==> src/rtl/fixed_to_float_conv_pkg.sv <==
// Shared float-format constants and FSM state encoding for the fixed-to-float converter.
package fixed_to_float_conv_pkg;

  localparam int unsigned EXP_W    = 8;
  localparam int unsigned MANT_W   = 23;
  localparam int unsigned EXP_BIAS = 127;
  localparam int unsigned EXP_IW   = 9;

  typedef enum logic [1:0] {
    ST_IDLE = 2'd0,
    ST_NORM = 2'd1,
    ST_DONE = 2'd2
  } state_t;

endpackage

==> src/rtl/fp_lead_zero_cnt.sv <==
// Combinational leading-zero counter; an all-zero input reports W-1.
module fp_lead_zero_cnt #(
  parameter int unsigned W = 16
) (
  input  logic [W-1:0]         in,
  output logic [$clog2(W)-1:0] cnt
);

  localparam int unsigned CW = $clog2(W);

  // Scan from LSB upward so the highest set bit wins.
  always_comb begin
    cnt = CW'(W - 1);
    for (int unsigned i = 0; i < W; i++) begin
      if (in[i]) cnt = CW'(W - 1 - i);
    end
  end

endmodule

==> src/rtl/fixed_to_float_conv.sv <==
// Signed fixed-point to IEEE-754 single converter with valid/ready on both sides.
// Optional FIX2FLT_FAST_NORM_EN: single-cycle normalization via leading-zero count.
module fixed_to_float_conv
  import fixed_to_float_conv_pkg::*;
#(
  parameter int unsigned IN_W   = 16,
  parameter int unsigned FRAC_W = 8
) (
  input  logic            clk,
  input  logic            rst,
  input  logic [IN_W-1:0] in_data,
  input  logic            in_valid,
  output logic            in_ready,
  output logic [31:0]     out_data,
  output logic            out_valid,
  input  logic            out_ready,
  output logic            busy
);

  localparam int unsigned EXP_INIT = EXP_BIAS + IN_W - 1 - FRAC_W;

  state_t              r_state;
  logic                r_sign;
  logic [IN_W-1:0]     r_mag;
  logic [EXP_IW-1:0]   r_exp;
  logic [31:0]         r_out_data;
  logic                r_out_valid;
  logic                r_in_ready;
  logic                r_busy;

  logic [IN_W-1:0]     w_abs;
  logic [IN_W-1:0]     w_norm_mag;
  logic [EXP_IW-1:0]   w_norm_exp;
  logic                w_norm_ok;
  logic                w_is_zero;
  logic [IN_W+22:0]    w_mant_wide;
  logic [MANT_W-1:0]   w_mant;
  logic [31:0]         w_result;

  // Most negative input maps to 2^(IN_W-1), which still fits unsigned in IN_W bits.
  assign w_abs = in_data[IN_W-1] ? (~in_data + IN_W'(1)) : in_data;

`ifdef FIX2FLT_FAST_NORM_EN
  localparam int unsigned LZC_W = $clog2(IN_W);
  logic [LZC_W-1:0] w_lzc;

  fp_lead_zero_cnt #(.W(IN_W)) u_lzc (
    .in  (r_mag),
    .cnt (w_lzc)
  );

  assign w_norm_mag = r_mag << w_lzc;
  assign w_norm_exp = r_exp - EXP_IW'(w_lzc);
`else
  assign w_norm_mag = r_mag;
  assign w_norm_exp = r_exp;
`endif

  assign w_norm_ok   = w_norm_mag[IN_W-1];
  assign w_is_zero   = (r_mag == '0);
  // Drop the hidden bit and left-justify the fraction into 23 mantissa bits.
  assign w_mant_wide = {w_norm_mag[IN_W-2:0], 24'b0} >> IN_W;
  assign w_mant      = MANT_W'(w_mant_wide);
  assign w_result    = {r_sign, EXP_W'(w_norm_exp), w_mant};

  always_ff @(posedge clk) begin
    if (rst) begin
      r_state     <= ST_IDLE;
      r_sign      <= 1'b0;
      r_mag       <= '0;
      r_exp       <= '0;
      r_out_data  <= 32'h0;
      r_out_valid <= 1'b0;
      r_in_ready  <= 1'b1;
      r_busy      <= 1'b0;
    end else begin
      case (r_state)
        ST_IDLE: begin
          if (in_valid) begin
            r_sign     <= in_data[IN_W-1];
            r_mag      <= w_abs;
            r_exp      <= EXP_IW'(EXP_INIT);
            r_in_ready <= 1'b0;
            r_busy     <= 1'b1;
            r_state    <= ST_NORM;
          end
        end
        ST_NORM: begin
          if (w_is_zero) begin
            r_out_data <= 32'h0;
            r_state    <= ST_DONE;
          end else if (w_norm_ok) begin
            r_out_data <= w_result;
            r_state    <= ST_DONE;
          end else begin
            r_mag <= r_mag << 1;
            r_exp <= r_exp - EXP_IW'(1);
          end
        end
        ST_DONE: begin
          // First DONE cycle raises valid; result is then held until accepted.
          if (!r_out_valid) begin
            r_out_valid <= 1'b1;
          end else if (out_ready) begin
            r_out_valid <= 1'b0;
            r_in_ready  <= 1'b1;
            r_busy      <= 1'b0;
            r_state     <= ST_IDLE;
          end
        end
        default: begin
          r_out_valid <= 1'b0;
          r_in_ready  <= 1'b1;
          r_busy      <= 1'b0;
          r_state     <= ST_IDLE;
        end
      endcase
    end
  end

  assign in_ready  = r_in_ready;
  assign out_data  = r_out_data;
  assign out_valid = r_out_valid;
  assign busy      = r_busy;

endmodule
==> config.mk <==
export PLATFORM = sky130hd
export DESIGN_NAME = fixed_to_float_conv
export DESIGN_NICKNAME = d
export VERILOG_FILES = /design/src/rtl/fixed_to_float_conv_pkg.sv /design/src/rtl/fp_lead_zero_cnt.sv /design/src/rtl/fixed_to_float_conv.sv
export SDC_FILE = /design/constraint.sdc
export NUM_CORES = 1
export LEC_CHECK = 0
export ABC_CLOCK_PERIOD_IN_PS = 1750
export CAP_MARGIN = 0
export CORE_UTILIZATION = 47
export CTS_BUF_LIST = sky130_fd_sc_hd__clkbuf_8
export DETAILED_ROUTE_END_ITERATION = 10
export PLACE_DENSITY_LB_ADDON = 0.2
export SYNTH_ARGS = -nofsm -noshare
export SYNTH_HDL_FRONTEND = slang
export SYNTH_SLANG_ARGS = --single-unit
==> constraint.sdc <==
create_clock -name clk -period 1.75 [get_ports clk]
set_input_delay 0.175 -clock clk [delete_from_list [all_inputs] [get_ports clk]]
set_output_delay 0.175 -clock clk [all_outputs]
set_load 0.02 [all_outputs]
# Word level (Yosys, flattened, before mapping)
# Cells that the tools add are included.
# classes
n_eq_ne	8
mux	28
reduce_logical	11
bitwise	2
add_sub_neg	2
# op_table
cell	n
$mux W16	4
$mux W32	2
$pmux W16 S2	1
$mux W9	3
$pmux W9 S2	1
$add A16 B1 Y16 const B	1
$logic_not A16 Y1	1
$not A16 Y16	1
$reduce_and A4 Y1	3
$mux W2	5
$ne A2 B2 Y1 const B	5
$sub A9 B1 Y9 const B	1
$mux W1	8
$pmux W1 S3	2
$pmux W2 S3	1
$reduce_and A2 Y1	2
$reduce_bool A2 Y1	2
$ne A3 B3 Y1 const B	1
$reduce_and A3 Y1	1
$eq A2 B1 Y1 const B	1
$eq A2 B2 Y1 const B	1
$logic_not A2 Y1	1
$pmux W1 S2	1
$reduce_or A2 Y1	1
$not A1 Y1	1
# totals
regBits	63
out_inout_bits	35
in_bits	20

# Longest topological paths before layout
# Gate-level depths: netlist of run 1.
# depth
depth_word	5
mapped_depth	7
mapped_depth_nobuf	7

# Worst setup path after synthesis of run 1
# No wires, ideal clock.
# synth_path
path_kind	input to register
startpoint	in in_data[10]
endpoint	reg r_mag[15]
cell_stages	5
t_arrival_ns	1.678
path_slack_ns	-0.007
setup_ns	0.079
cell_sequence	or4_1 or3_1 nor4_2 o21ai_1 a211oi_2
# synth_between
elab_chain_len	5
# synth_rtl
element	line_no	source
from (decl)	fixed_to_float_conv.sv:11	input logic [IN_W-1:0] in_data,
$not A16 Y16	fixed_to_float_conv.sv:41	assign w_abs = in_data[IN_W-1] ? (~in_data + IN_W'(1)) : in_data;
$add A16 B1 Y16	fixed_to_float_conv.sv:41	
$mux W16	fixed_to_float_conv.sv:41	
$mux W16	fixed_to_float_conv.sv:79	if (in_valid) begin
$pmux W16 S2	fixed_to_float_conv.sv:77	case (r_state)
to (signal assigned)	fixed_to_float_conv.sv:81	r_mag <= w_abs;
to (signal assigned)	fixed_to_float_conv.sv:96	r_mag <= r_mag << 1;
to (decl)	fixed_to_float_conv.sv:24	logic [IN_W-1:0] r_mag;
# No other way between the ends. The select of a mux whose other input is x is not followed.
# A chain may end at the register's enable or synchronous reset.

# Final worst setup path of run 1
# layout_path
startpoint	reg r_mag[14]
endpoint	reg r_out_data[9] (netlist: out_data[9])
# layout_between
elab_chain_len	3
elab_cells_between_ends	4
cone_classes	mux (1); reduce/logical (3)
# layout_rtl
element	line_no	source
$logic_not A16 Y1 *	fixed_to_float_conv.sv:60	assign w_is_zero = (r_mag == '0);
$reduce_bool A2 Y1 (no source line)	--	
$reduce_and A2 Y1 (no source line)	--	
to (signal assigned)	fixed_to_float_conv.sv:93	r_out_data <= w_result;
to (decl)	fixed_to_float_conv.sv:26	logic [31:0] r_out_data;
# Mark *: on every way between the ends. The rest lies on a longest branch, timed or not.

==> out/qor.csv, run 1 <==
metric,value,unit
grt_pass1_vias,2302,
placementRows,26,
initial_utilization,48.87,%
syn_area,2496,um^2
drv_slew,0,
yosys_warnings,0,
synthFlopType,dfxtp_1,
area_growth_syn_to_layout,46.57,%
antennaDiodeCount,0,
reg2regPathDepth,6,
dieArea,5606,um^2
grt_antenna_before_repair,0,
drt_iter0_markers,126,
first_pass_iters,6,
finalWirelength,6752,um
critical_path_peak_fanout,22,
relSlewSlack,46.18,%
gp_congestion,0.9049,
cp.required,1.95,ns
synth-seq-cells,54,
postSynthAreaPerCell,9.143,um^2
die_height,74.88,um
ir_worst_vdd,0.0004981,V
max_clock_freq,587.4,MHz
pwr_density_cell,1078,nW/um^2
yosysSeqAreaShare,43.31,%
cp_slowest_stage_delay,0.35,ns
ios,55,
rsz0062_at_grt,yes,
core,5107,um^2
fin_area,3659,um^2
fillerInstances,416,
holdPathStages,4,
routedWlPerCell,15.17,um
fin_crit_sh,97.29,%
min_period,1.703,ns
synth_common_cells,"54 x dfxtp_1, 24 x a22o_1, 24 x nor2_1",
grt_pass1_wl,10840,um
tightest_slew,0.8048,ns
synth.top_cell.area_share,43.31,%
synth_cell_types,51,
holdWs,0.3379,ns
cts-htree-levels,2,
async_flop_share,0,%
p_leak,1.482,nW
cts_tree,done,
critPathKind,flip-flop to flip-flop,
grt_max_degree,23,
viasPerCell,5.503,
synthCells,273,
setup_viol,0,
arrival,1.91,ns
clk_pin_slew,0.10,ns
place_area,3432,um^2
ys_top_cells_by_area,"dfxtp_1 43%, a22o_1 8.4%, xnor2_1 3.9%, nor2_1 3.6%, a21oi_1 2.8%",
synth_edf_count,0,
root_buffer,clkbuf_8,
ctsLongestPathBuffers,2,
startpoint_type,flip-flop,
clock-skew-final,0.006105,ns
drive_above_1_share,26.93,%
multi_input_area,1390,um^2
status,"complete, no violations",
insertion_delay,0.31,ns
clock-sinks,54,
via_count,2449,
place_hpwl,5146,um
postRouteAntennaNets,0,
synth.most_common_cell,dfxtp_1,
crit_path_end_kind,flip-flop,
grt-ovfl-total,0,
r2r-end,out_data[9]$_SDFFE_PP0P_,
die_w,74.88,um
hold_path_end,r_mag[0]$_SDFFE_PP0P_,
power,3.945,mW
synth_area_leader_cell,dfxtp_1,
hp-start,in_data[0],
seq_area,1087,um^2
postCtsHoldBufs,0,
worstPathCellList,nor4_1 > and4_4 > o21ai_1 > and2_4 > buf_12 > a22o_1,
worstSetupStartpoint,r_mag[14]$_SDFFE_PP0P_,
hold_class,input port to flip-flop,
drc_errors,0,
reg2reg_from,r_mag[14]$_SDFFE_PP0P_,
finalHoldViolCount,0,
cts_buffers,5,
utilization,71.63,%
cpMaxStageDelayCell,dfxtp_1,
maxCapViolCount,0,
io_buffers,46,
fin_nets,396,
grt_use_total,25.70,%
r2r_setup_slack,0.05,ns
setup_tns,0,ns
-- what timing repair did --
action,in CTS,in global routing
setup endpoints to repair,32,37
pin swaps,12,10
gates resized for setup,16,26
setup buffers,4,0
-- metrics by stage --
step	setup WS, ns	instances
2_1_floorplan	0.006632	280
3_3_place_gp	-0.4311	433
3_5_place_dp	-0.4769	433
4_1_cts	0.007276	445
5_1_grt	-0.009375	445
6_report	0.04745	445
-- flip-flops by register name (all words and copies together), names as in the netlist --
name / flops
out_data: 24
r_mag: 16
r_exp: 8
r_state: 2
busy: 1
in_ready: 1
out_valid: 1
r_sign: 1
-- worst max-delay path by stage --
stage | end | slack [ns]
floorplan | r_mag[15]$_SDFFE_PP0P_ | 0.007
global placement | r_mag[15]$_SDFFE_PP0P_ | -0.43
detailed placement | r_mag[15]$_SDFFE_PP0P_ | -0.48
CTS | out_data[9]$_SDFFE_PP0P_ | 0.007
global route | out_data[18]$_SDFFE_PP0P_ | -0.009
finish | out_data[9]$_SDFFE_PP0P_ | 0.05
-- area by class of cell --
cell class / instances / share of cell area, %
clock buffer: 5 / 1.881
clock inverter: 3 / 0.5814
inverter: 10 / 1.026
multi-input combinational: 192 / 38.00
sequential: 54 / 29.72
tap: 70 / 2.394
timing repair buffer: 111 / 26.40
-- critical path, delay by kind of cell (launching register included) --
kind	cells	cell delay, ns
AO/OA/AOI/OAI	2	0.33
AND/OR/NAND/NOR	3	0.75
buffers and inverters	1	0.14
flip-flops	1	0.35
-- per-layer routing --
| metal | part of all wire [%] | track usage [%] | wire length (um) |
|---|---|---|---|
| met5 | 0 | 0 | 0 |
| met3 | 4.7 | 4.819 | 314 |
| met1 | 45 | 33.06 | 3033 |
| met2 | 47 | 41.74 | 3186 |
| met4 | 3.2 | 11.95 | 217 |
-- cell families after synthesis --
kind of cell | after synthesis | synth area share [%]
muxes | 2 | 0.8020
buffers and inverters | 34 | 6.416
xor gates and xnor gates | 15 | 5.263
AOI/OAI and AO/OA | 84 | 26.17
other | 1 | 0.1502
DFF | 54 | 43.31
adders and majority gates | 2 | 1.002
and+or+nand+nor | 81 | 16.89
-- report_power, final --
part           switching [mW]  total (mW)  internal (mW)
combinational           0.822        1.66          0.841
sequential              0.173        1.58           1.41
clock                   0.419       0.702          0.282
-- layout by cell type, fill, tap and decap left out, types with 6 or more instances in the layout --
cell type,n
conb_1,8
a21oi_1,14
o21ai_0,7
a22o_1,24
buf_4,62
nor3_1,8
dlygate4sd2_1,6
dfxtp_1,49
inv_1,7
nand2_1,14
clkdlybuf4s50_1,36
nor2_1,24
xnor2_1,11
a22oi_1,7
No activity file was read; power rests on OpenSTA's default activity.
==> run 2, diff against run 1 <==
--- a/config.mk
+++ b/config.mk
@@ -7,8 +7,11 @@
 export LEC_CHECK = 0
 export ABC_CLOCK_PERIOD_IN_PS = 1750
 export CAP_MARGIN = 0
-export CORE_UTILIZATION = 47
+export CELL_PAD_IN_SITES_DETAIL_PLACEMENT = 1
+export CELL_PAD_IN_SITES_GLOBAL_PLACEMENT = 1
+export CORE_UTILIZATION = 35
 export CTS_BUF_LIST = sky130_fd_sc_hd__clkbuf_8
+export CTS_CLUSTER_SIZE = 20
 export DETAILED_ROUTE_END_ITERATION = 10
 export PLACE_DENSITY_LB_ADDON = 0.2
 export SYNTH_ARGS = -nofsm -noshare
==> out/qor.csv, run 2 (synthesized netlist as in run 1, its figures left out) <==
metric,value,unit,change
ios,55,,unchanged
critical_path_peak_fanout,6,,-73%
largest_reg_flops,24,,unchanged
cts-htree-levels,2,,unchanged
tightest_slew,0.5438,ns,-0.2610 ns
p_leak,1.470,nW,-0.81%
insertion_delay,0.32,ns,about the same
startpoint_type,flip-flop,,
routedWlPerCell,16.75,um,+10%
dieArea,7474,um^2,+33%
antennaDiodeCount,0,,unchanged
drt_iter0_markers,111,,-12%
grt_pass1_wl,12450,um,+15%
setup_viol,0,,unchanged
fin_nets,395,,-0.25%
ctsLongestPathBuffers,2,,unchanged
final_cells,470,,+5.6%
mostFrequentLayoutCell,buf_4,,
fin_crit_sh,98.32,%,+1.0 points
viasPerCell,5.309,,-3.5%
hold_class,input port to flip-flop,,
gp_congestion,0.8772,,-3.1%
grt_antenna_before_repair,0,,unchanged
die_height,86.45,um,+15%
dp_cells,460,,+6.2%
fillerInstances,814,,+96%
postCtsHoldBufs,0,,unchanged
first_pass_iters,4,,-2
min_period,1.721,ns,+0.01811 ns
max_clock_freq,581.2,MHz,-1.1%
status,"complete, no violations",,
cts_tree,done,,
ir_worst_vdd,0.0003949,V,-21%
rsz0062_at_grt,yes,,
most-common-layout-cells,"60 x buf_4, 52 x dfxtp_1, 37 x clkdlybuf4s50_1",,
utilization,54.12,%,-18 points
area_growth_syn_to_layout,48.12,%,
root_buffer,clkbuf_8,,
pwr_density_cell,1082,nW/um^2,+0.34%
clock-skew-final,0.01107,ns,+0.004966 ns
arrival,1.94,ns,+0.03 ns
cp.required,1.97,ns,+0.02 ns
crit_path_end_kind,flip-flop,,
initial_utilization,36.54,%,-12 points
maxCapViolCount,0,,unchanged
postRouteAntennaNets,0,,unchanged
cts_buffers,5,,unchanged
clock-sinks,54,,unchanged
relSlewSlack,63.55,%,+17 points
io_buffers,46,,unchanged
placementRows,30,,+15%
place_hpwl,5998,um,+17%
grt_max_degree,23,,unchanged
critPathKind,flip-flop to flip-flop,,
grt_use_total,21.94,%,-3.8 points
drc_errors,0,,unchanged
clk_pin_slew,0.10,ns,about the same
finalHoldViolCount,0,,unchanged
drive_above_1_share,26.47,%,-0.46 points
grt_pass1_vias,2426,,+5.4%
die_w,86.45,um,+15%
grt-ovfl-total,0,,unchanged
drv_slew,0,,unchanged
via_count,2495,,+1.9%
finalWirelength,7873,um,+17%
core,6832,um^2,+34%
power,4.000,mW,+1.4%
-- run 2: worst max-delay path: stages, from the launching register on --
cell and delay, ns:
dfxtp_4 0.37, nor4_4 0.36, and4_4 0.30, buf_6 0.13
a21oi_2 0.08, buf_4 0.16, o221a_1 0.24
-- run 2: timing repair --
action / in CTS / in global routing
setup buffers: 4 / 0
pin swaps: 11 / 12
endpoints found under the setup margin: 40 / 39
endpoints found under the hold margin: 0 / 0
resized for setup: 18 / 22
-- run 2: area by class of cell --
type                       instances  area, um^2  share of cell area, %
sequential                        54        1086                  29.37
clock buffer                       5       68.82                  1.861
timing repair buffer             110       958.4                  25.92
clock inverter                     3       21.27                 0.5753
tap                               96       120.1                  3.249
multi-input combinational        192        1405                  38.00
inverter                          10       37.54                  1.015
-- run 2: layer usage --
layer  GRT usage [%]  wire, um  up-vias
met3           3.714       251       15
met1           27.68      3507     1211
li1                -         -     1200
met5               0         0        -
met4           10.00       238        0
met2           36.65      3875       69
-- run 2: power breakdown --
group,internal (mW),total [mW],switching [mW]
Clock,0.282,0.707,0.425
Sequential,1.40,1.59,0.183
Combinational,0.831,1.71,0.875
Total,2.52,4.00,1.48
-- run 2: final timing paths --
path                         startpoint                endpoint  slack, ns  cells past startpoint
setup / recovery  r_mag[7]$_SDFFE_PP0P_  r_mag[12]$_SDFFE_PP0P_       0.03                      6
hold reg to reg     r_sign$_SDFFE_PP0P_     r_sign$_SDFFE_PP0P_       0.47                      2
setup reg to reg  r_mag[7]$_SDFFE_PP0P_  r_mag[12]$_SDFFE_PP0P_       0.03                      6
hold / removal               in_data[0]   r_mag[0]$_SDFFE_PP0P_       0.33                      4
-- run 2: through the flow --
| step | setup WS (ns) | TNS, ns | hold WS, ns | cell area [um^2] |
|---|---|---|---|---|
| after floorplan | 0.006632 | 0 | 0.2791 | 2537 |
| after global placement | -0.4039 | -3.723 | 0.4478 | 3485 |
| after detailed placement | -0.5011 | -7.303 | 0.4614 | 3485 |
| after CTS | 0.0008893 | 0 | 0.4090 | 3640 |
| after global routing | -0.04464 | -0.1144 | 0.3662 | 3697 |
| final | 0.02934 | 0 | 0.3281 | 3697 |
==> run 3, diff against run 2 <==
--- a/config.mk
+++ b/config.mk
@@ -13,6 +13,7 @@
 export CTS_BUF_LIST = sky130_fd_sc_hd__clkbuf_8
 export CTS_CLUSTER_SIZE = 20
 export DETAILED_ROUTE_END_ITERATION = 10
+export GPL_TIMING_DRIVEN = 1
 export PLACE_DENSITY_LB_ADDON = 0.2
 export SYNTH_ARGS = -nofsm -noshare
 export SYNTH_HDL_FRONTEND = slang
==> results of run 3 <==
Final layout, timing and power as in run 2 (identical DEF).
